### config.mk
export PLATFORM = sky130hd
export DESIGN_NAME = regfile_wb_arbiter
export DESIGN_NICKNAME = d
export VERILOG_FILES = /design/src/rtl/regfile_wb_arbiter.sv
export SDC_FILE = /design/constraint.sdc
export NUM_CORES = 1
export LEC_CHECK = 0
export CORE_UTILIZATION = 45
export DETAILED_ROUTE_END_ITERATION = 16
export MAX_ROUTING_LAYER = met4
export PLACE_DENSITY = 0.75
export SETUP_SLACK_MARGIN = 0.02
export SYNTH_ARGS = -nofsm -noshare
export SYNTH_HDL_FRONTEND = slang
export SYNTH_SLANG_ARGS = --single-unit
### constraint.sdc
create_clock -name clock -period 2 [get_ports clock]
set_input_delay 0.4 -clock clock [delete_from_list [all_inputs] [get_ports clock]]
set_output_delay 0.4 -clock clock [all_outputs]
set_load 0.05 [all_outputs]
### src/rtl/regfile_wb_arbiter.sv
// Round-robin writeback arbiter: two one-entry holding registers share the single
// register-file write port through a registered output stage, and report in-flight targets.
module regfile_wb_arbiter #(
   parameter int DATA_W = 32,
   parameter int ADDR_W = 5
) (
   input  logic              clock,
   input  logic              ctrl_reset,
   input  logic              req0_valid,
   input  logic [ADDR_W-1:0] req0_reg,
   input  logic [DATA_W-1:0] req0_data,
   output logic              req0_ready,
   input  logic              req1_valid,
   input  logic [ADDR_W-1:0] req1_reg,
   input  logic [DATA_W-1:0] req1_data,
   output logic              req1_ready,
   output logic              ctrl_writeEnable,
   output logic [ADDR_W-1:0] ctrl_writeReg,
   output logic [DATA_W-1:0] data_writeReg,
   output logic              grant_id,
   output logic [31:0]       busy_mask
);

   logic              hold0Full;
   logic [ADDR_W-1:0] hold0Reg;
   logic [DATA_W-1:0] hold0Data;
   logic              hold1Full;
   logic [ADDR_W-1:0] hold1Reg;
   logic [DATA_W-1:0] hold1Data;
   logic              lastGrant;
   logic              grant0;
   logic              grant1;
   logic              accept0;
   logic              accept1;

   // Arbitration looks only at the holds, so a new request never bypasses a waiting one;
   // on a tie the requester that did not win last time goes first.
   always_comb begin
      grant0     = hold0Full && (!hold1Full || lastGrant);
      grant1     = hold1Full && (!hold0Full || !lastGrant);
      req0_ready = !ctrl_reset && (!hold0Full || grant0);
      req1_ready = !ctrl_reset && (!hold1Full || grant1);
      accept0    = req0_valid && req0_ready;
      accept1    = req1_valid && req1_ready;
   end

   // A granted hold drains into the output stage on the same edge it may be refilled;
   // writes to register 0 are accepted but never stored, so they can never reach the regfile.
   always_ff @(posedge clock) begin
      if (ctrl_reset) begin
         hold0Full        <= 1'b0;
         hold0Reg         <= '0;
         hold0Data        <= '0;
         hold1Full        <= 1'b0;
         hold1Reg         <= '0;
         hold1Data        <= '0;
         lastGrant        <= 1'b1;
         ctrl_writeEnable <= 1'b0;
         ctrl_writeReg    <= '0;
         data_writeReg    <= '0;
         grant_id         <= 1'b0;
      end else begin
         if (grant0) begin
            ctrl_writeEnable <= 1'b1;
            ctrl_writeReg    <= hold0Reg;
            data_writeReg    <= hold0Data;
            grant_id         <= 1'b0;
            lastGrant        <= 1'b0;
            hold0Full        <= 1'b0;
         end else if (grant1) begin
            ctrl_writeEnable <= 1'b1;
            ctrl_writeReg    <= hold1Reg;
            data_writeReg    <= hold1Data;
            grant_id         <= 1'b1;
            lastGrant        <= 1'b1;
            hold1Full        <= 1'b0;
         end else begin
            ctrl_writeEnable <= 1'b0;
         end

         if (accept0 && (req0_reg != '0)) begin
            hold0Full <= 1'b1;
            hold0Reg  <= req0_reg;
            hold0Data <= req0_data;
         end
         if (accept1 && (req1_reg != '0)) begin
            hold1Full <= 1'b1;
            hold1Reg  <= req1_reg;
            hold1Data <= req1_data;
         end
      end
   end

   // Decode's view of pending writes: anything sitting in a hold or on the output port.
   always_comb begin
      busy_mask = '0;
      for (int i = 1; i < 32; i++) begin
         busy_mask[i] = (hold0Full && (hold0Reg == ADDR_W'(i)))
                     || (hold1Full && (hold1Reg == ADDR_W'(i)))
                     || (ctrl_writeEnable && (ctrl_writeReg == ADDR_W'(i)));
      end
   end

endmodule
==> reports/results.tsv, run 1 <==
stage	metric	value	unit
clocking	cts_hold_buf	0	
die	dieWidth	113	um
timing	fin_ws	-0.112	ns
cells_and_area	finalNonFillerCells	978	
placed_design	port-buffer-count	149	
timing	rsz0062_at_grt	yes	
die	die_h	113	um
clocking	cts_htree_levels	4	
yosys	mappedNetlistNets	713	
global_route	grt.busiest_layer	met2	
yosys	synth_warnings	0	
job	maxCapViolations	0	
cells_and_area	final_nets	896	
global_route	globalRouteTotalUtil	26.2	%
die	start_util	46.1	%
yosys	synthTopCellsByCount	dfxtp_1 (116), nand2_1 (92), o21ai_0 (74)	
global_route	first_global_vias	5065	
placed_design	place_inst	931	
die	pin_count	151	
timing	setup_violations	21	
status	violations	negative setup slack	
pwr	ir_drop	0.594	mV
timing	period_needed	2.11	ns
pwr	fin_total_pwr	6.93	mW
pwr	p_seq_share	37.4	%
yosys	synth_flop_cell	dfxtp_1	
clocking	clock_tree.root_cell	clkbuf_16	
critical_path	critPathRequiredTime	1.60	ns
clocking	clock_latency	0.41	ns
yosys	yosysTopAreaCellShare	41.9	%
clocking	numCtsBuffers	17	
yosys	synth-seq-cells	116	
routing	drtIter0Drc	249	
critical_path	cp_data_arrival_time	1.71	ns
yosys	yosys.area_share.simple	24.4	%
routing	drt-total-wl	16.4	mm
timing	holdWs	0.379	ns
pwr	power.internal	5.17	mW
global_route	grt_overflow	0	
routing	vias	5254	
timing	final.period_utilization	106	%
cells_and_area	drive_gt1_share	31.4	%
clocking	clockBufferDepth	2	
placed_design	gp_congestion	0.880	
clocking	cts_tree	done	
clocking	cts_sinks	116	
pwr	pwr-share-clk	45.6	%
yosys	synth_edf_count	0	
pwr	netSwitchingFraction	25.3	%
global_route	grt_max_degree	66	
timing	slew_headroom	59.4	%
routing	drt-vias-per-instance	5.37	
yosys	synth_xor_xnor_area_share	0	%
yosys	netlist_area	5540	um^2
yosys	synth_compound_area_share	11.1	%
critical_path	cp_common_cell	nor2b_4	
critical_path	cpMaxStageDelayCell	a222oi_1	
yosys	ys_types	33	
timing	timing.final.max_slew_violations	0	
global_route	grt_use_met1	32.0	%
global_route	antenna_found_initial	0	
critical_path	cp_max_fo	4	
die	dieArea	12800	um^2
global_route	use_met2	42.9	%
pwr	p_per_area	780	nW/um^2
yosys	synth_area_leaders	dfxtp_1 (42%), mux2_4 (8.1%), o21ai_0 (6.7%)	
routing	route.detailed.drc	0	
critical_path	path_cells	nor2b_4, nor2b_4, a222oi_1, inv_2, buf_12	
critical_path	cpPeakStageDelay	0.44	ns
timing	fmax	0.473	GHz
yosys	synth_fa_ha_area_share	0	%
worst_hold_path	worst_hold_path_type	in -> reg	
yosys	synth_most_common_cell	dfxtp_1	
pwr	switching_power	1.75	mW
pwr	power_leakage	3.99	nW
cells_and_area	antennaDiodeCount	0	
pwr	pwr-share-comb	17.0	%
global_route	grt_pass1_wl	25.3	mm
critical_path	critical_path_class	reg -> out	
routing	wl_per_cell	16.8	um
cells_and_area	nFillCells	839	
cells_and_area	final-seq-area	2380	um^2
yosys	syn_area_per_cell	8.72	um^2
critical_path	worst_setup_path_start_kind	register	
placed_design	dp_hpwl	11.4	mm
routing	dr.pass1.iters	6	
die	rows	40	
cells_and_area	area_delta_synth_final	60.3	%
timing	hold_violations	0	
timing	fin_setup_tns	-1.15	ns
yosys	synth.largest_area_cell	dfxtp_1	
yosys	seq_area_frac_synth	41.9	%
yosys	synth_mux_area_share	16.1	%
yosys	syn_inst	635	
critical_path	timing.critical_path.to_type	primary output	
routing	postRouteAntennaNets	0	
die	core	12000	um^2
clocking	clk_pin_slew	0.05	ns
status	status	complete, but fails checks	
cells_and_area	multi_input_area	3220	um^2
timing	skew	0.00467	ns
global_route	use_met3	6.37	%
yosys	async_reset_ff_share	0	%
yosys	synth_top_family_by_area	simple AND/OR/NAND/NOR gates	
timing	worst_pin_slew	0.609	ns
[per-layer routing]
| layer | part of all wire (%) | vias to the layer above |
|---|---|---|
| met5 | 0 | - |
| met4 | 1.3 | 0 |
| met3 | 6.9 | 24 |
| met2 | 49 | 213 |
| met1 | 43 | 2495 |
| li1 | - | 2522 |
[cells by family after synthesis]
kind of cell | count (synthesis)
multiplexers | 73
buffers and inverters | 83
AO/OA/AOI/OAI | 105
flip-flops | 116
AND/OR/NAND/NOR | 257
other | 1
[path summary, 6_finish.rpt]
kind	cells after the start	slack (ns)	start	end
worst max-delay path	5	-0.11	ctrl_writeReg[3]	busy_mask[8]
worst max register to register	6	0.24	hold1Full	hold0Reg[1]
worst min-delay path	2	0.38	ctrl_reset	hold1Full
worst min register to register	2	0.45	data_writeReg[22]	data_writeReg[22]
[critical path, delay by kind of cell (launching register included)]
kind	cells	cell delay, ns
buffers and inverters	2	0.25
AOI/OAI and AO/OA	1	0.44
and+or+nand+nor	2	0.26
DFF	1	0.35
[layout by cell type (no fill, tap or decap), types with 15 or more instances in the layout]
| master | n |
|---|---|
| nand2_2 | 15 |
| buf_4 | 59 |
| nand3b_1 | 37 |
| clkbuf_16 | 17 |
| nand2_1 | 77 |
| inv_1 | 38 |
| nor2b_1 | 42 |
| buf_12 | 38 |
| mux2i_1 | 36 |
| mux2_4 | 30 |
| o21ai_0 | 74 |
| nand3_1 | 28 |
| dfxtp_1 | 98 |
| clkdlybuf4s50_1 | 91 |
[sequential cells by signal (all words and copies together) (netlist names)]
name and flops:
ctrl_writeEnable 1, ctrl_writeReg 5, data_writeReg 32, grant_id 1, hold0Data 32, hold0Full 1
hold0Reg 5, hold1Data 32, hold1Full 1, hold1Reg 5, lastGrant 1
[stage by stage]
step	utilization, %	area (um^2)	setup WS, ns
after floorplan	-	5610	0.0244
after global placement	64.8	7780	-0.277
after detailed placement	64.8	7780	-0.336
after CTS	71.6	8600	-0.132
after global routing	73.9	8880	-0.204
final	73.9	8880	-0.112
[power groups by stage]
stage | Clock [mW] | Combinational, mW | Sequential (mW)
6_report | 3.16 | 1.18 | 2.59
5_1_grt | 3.30 | 1.25 | 2.61
4_1_cts | 3.18 | 1.12 | 2.60
3_5_place_dp | 0 | 1.09 | 2.63
3_3_place_gp | 0 | 1.07 | 2.63
2_1_floorplan | 0 | 0.514 | 2.73
[area by class of cell]
type                    instances  area share, %
clock buffers                  25           5.69
clock inverters                 7           1.34
inverters                      39           1.65
multi-input cells             436           36.3
flip-flops and latches        116           26.8
well taps                     147           2.07
repair buffers                208           26.2
[timing repair]
item,4_1_cts,5_1_grt
pin swaps,5,10
buffers inserted,0,17
gates resized for setup,76,43
setup endpoints to repair,41,43
Note: power is estimated with default switching activity, not from simulation.
==> run 2, diff against run 1 <==
CORE_MARGIN = 2   (was default)
==> run 2 against run 1 <==
Net effect:
- the run still ends with negative setup slack left
- total power fell by 1.9%
- utilization rose by 0.57 points
- clock skew rose by 0.0081 ns
- setup slack got worse by 0.041 ns
- register-to-register slack improved by 0.08 ns
- hold slack improved by 0.071 ns
- non-clock buffer count rose by 2
- critical path depth did not move
- maximum frequency fell by 1.9%
- sequential power barely moved
- sequential share of layout area fell by 0.094 points
- largest power group unchanged
==> reports/results.tsv, run 2 (synthesis results as in run 1) <==
stage	metric	value	unit	change
status	status	complete, but fails checks		unchanged
status	violations	negative setup slack		unchanged
timing	fin_ws	-0.154	ns	was -0.112 ns
timing	final.period_utilization	108	%	was 106%
global_route	globalRouteTotalUtil	25.7	%	was 26.2%
timing	setup_violations	18		was 21
pwr	pwr-share-comb	17.6	%	was 17.0%
pwr	power_leakage	4.04	nW	was 3.99 nW
routing	postRouteAntennaNets	0		unchanged
worst_hold_path	hold_depth	2		unchanged
die	die_h	115	um	was 113 um
clocking	cts_tree	done		unchanged
routing	wl_per_cell	17.0	um	was 16.8 um
cells_and_area	drive_gt1_share	32.5	%	was 31.4%
placed_design	place_inst	931		unchanged
critical_path	r2r-start	lastGrant		was hold1Full
placed_design	port-buffer-count	149		unchanged
cells_and_area	area_delta_synth_final	61.6	%	was 60.3%
cells_and_area	reg.largest.list	data_writeReg (32), hold0Data (32), hold1Data (32)		unchanged
die	rows	40		unchanged
die	start_util	46.1	%	unchanged
placed_design	dp_slack	-0.351	ns	was -0.336 ns
die	dieArea	13200	um^2	was 12800 um^2
clocking	clk_pin_slew	0.05	ns	about the same
pwr	power.internal	5.04	mW	was 5.17 mW
clocking	numCtsBuffers	17		unchanged
routing	drt-total-wl	16.6	mm	was 16.4 mm
global_route	grt_max_degree	66		unchanged
cells_and_area	mostFrequentLayoutCells	dfxtp_1 (98), clkdlybuf4s50_1 (92), nand2_1 (74), o21ai_0 (74), buf_4 (60)		was dfxtp_1 (98), clkdlybuf4s50_1 (91), nand2_1 (77), o21ai_0 (74), buf_4 (59)
routing	vias	5319		was 5254
clocking	clock_tree.root_cell	clkbuf_16		unchanged
worst_hold_path	worst_hold_path_type	reg -> reg		was in -> reg
pwr	switching_power	1.75	mW	about the same
placed_design	gp_congestion	0.925		was 0.880
cells_and_area	final_nets	898		was 896
critical_path	critPathRequiredTime	1.60	ns	about the same
clocking	clock_latency	0.40	ns	was 0.41 ns
die	dieWidth	115	um	was 113 um
pwr	pwr-share-clk	44.1	%	was 45.6%
critical_path	reg2regPathDepth	4		was 6
cells_and_area	final_common_cell	dfxtp_1		unchanged
pwr	p_seq_share	38.3	%	was 37.4%
placed_design	dp_hpwl	11.4	mm	about the same
global_route	first_global_vias	5242		was 5065
routing	route.detailed.drc	0		unchanged
global_route	grt_pass1_wl	26.2	mm	was 25.3 mm
timing	timing.final.max_slew_violations	0		unchanged
timing	rsz0062_at_grt	yes		unchanged
critical_path	worst_setup_path_start_kind	register		unchanged
critical_path	ff2ff_setup_slack	0.32	ns	was 0.24 ns
clocking	clockBufferDepth	2		unchanged
cells_and_area	nFillCells	822		was 839
cells_and_area	finalNonFillerCells	980		was 978
pwr	ir_drop	0.567	mV	was 0.594 mV
critical_path	r2r_end	hold0Data[5]		was hold0Reg[1]
critical_path	critical_path_class	reg -> out		unchanged
timing	fmax	0.464	GHz	was 0.473 GHz
critical_path	timing.critical_path.to_type	primary output		unchanged
timing	holdWs	0.450	ns	was 0.379 ns
routing	dr.pass1.iters	5		was 6
timing	worst_pin_slew	0.524	ns	was 0.609 ns
cells_and_area	utilization	74.5	%	was 73.9%
timing	fin_setup_tns	-1.09	ns	was -1.15 ns
global_route	grt_overflow	0		unchanged
timing	period_needed	2.15	ns	was 2.11 ns
clocking	cts_hold_buf	0		unchanged
pwr	p_per_area	759	nW/um^2	was 780 nW/um^2
critical_path	cp_max_fo	6		was 4
critical_path	cp_data_arrival_time	1.75	ns	was 1.71 ns
timing	hold_violations	0		unchanged
worst_hold_path	worstHoldEndpoint	data_writeReg[27]		was hold1Full
pwr	netSwitchingFraction	25.8	%	was 25.3%
job	maxCapViolations	0		unchanged
clocking	cts_sinks	116		unchanged
global_route	antenna_found_initial	0		unchanged
clocking	cts_htree_levels	4		unchanged
routing	drt-vias-per-instance	5.43		was 5.37
timing	slew_headroom	65.0	%	was 59.4%
die	core	12000	um^2	unchanged
critical_path	cp-startpoint	ctrl_writeReg[4]		was ctrl_writeReg[3]
die	pin_count	151		unchanged
cells_and_area	antennaDiodeCount	0		unchanged
worst_hold_path	hold_start	data_writeReg[27]		was ctrl_reset
timing	skew	0.0128	ns	was 0.00467 ns
routing	drtIter0Drc	307		was 249
[run 2: worst max path at each step]
stage                               end  slack [ns]  cells past startpoint
final                      busy_mask[8]       -0.15                      5
after global routing      busy_mask[30]       -0.19                      5
after CTS                  busy_mask[8]       -0.13                      5
after detailed placement  hold0Data[13]       -0.35                      6
after global placement    hold0Data[10]       -0.31                      6
after floorplan            busy_mask[5]        0.02                      5
[run 2: final cells by class]
| cell class | count | area (um^2) | area share [%] |
|---|---|---|---|
| multi-input cells | 436 | 3310 | 36.9 |
| flip-flops and latches | 116 | 2390 | 26.7 |
| repair buffers | 210 | 2340 | 26.2 |
| clock buffers | 22 | 454 | 5.07 |
| well taps | 147 | 184 | 2.06 |
| inverters | 39 | 146 | 1.64 |
| clock inverters | 10 | 131 | 1.47 |
[run 2: per-layer routing]
layer,vias up,routed length (um),GRT usage [%]
met5,-,0,-
met4,0,251,6.83
met3,29,1070,6.27
met2,238,8090,41.2
met1,2528,7230,32.7
li1,2524,-,-
[run 2: worst max-delay path, stage by stage (launching register included)]
cell and delay, ns:
dfxtp_4 0.39, nand2b_4 0.19, nor2b_4 0.07, a222oi_1 0.46, inv_2 0.09, buf_12 0.16
[run 2: power by group through the flow]
stage	Sequential, mW	Clock, mW	Combinational, mW
final	2.60	3.00	1.20
after global routing	2.62	3.16	1.27
after CTS	2.60	3.04	1.13
after detailed placement	2.64	0	1.09
after global placement	2.63	0	1.07
after floorplan	2.73	0	0.514
[run 2: timing repair]
| action | CTS | global route |
|---|---|---|
| pin swaps | 6 | 22 |
| resized for setup | 83 | 60 |
| endpoints found under the setup margin | 39 | 43 |
| buffers inserted | 4 | 15 |
[run 2: through the flow]
stage | area (um^2) | total power [mW]
2_1_floorplan | 5610 | 3.24
3_3_place_gp | 7770 | 3.70
3_5_place_dp | 7770 | 3.73
4_1_cts | 8610 | 6.77
5_1_grt | 8950 | 7.05
6_report | 8950 | 6.80
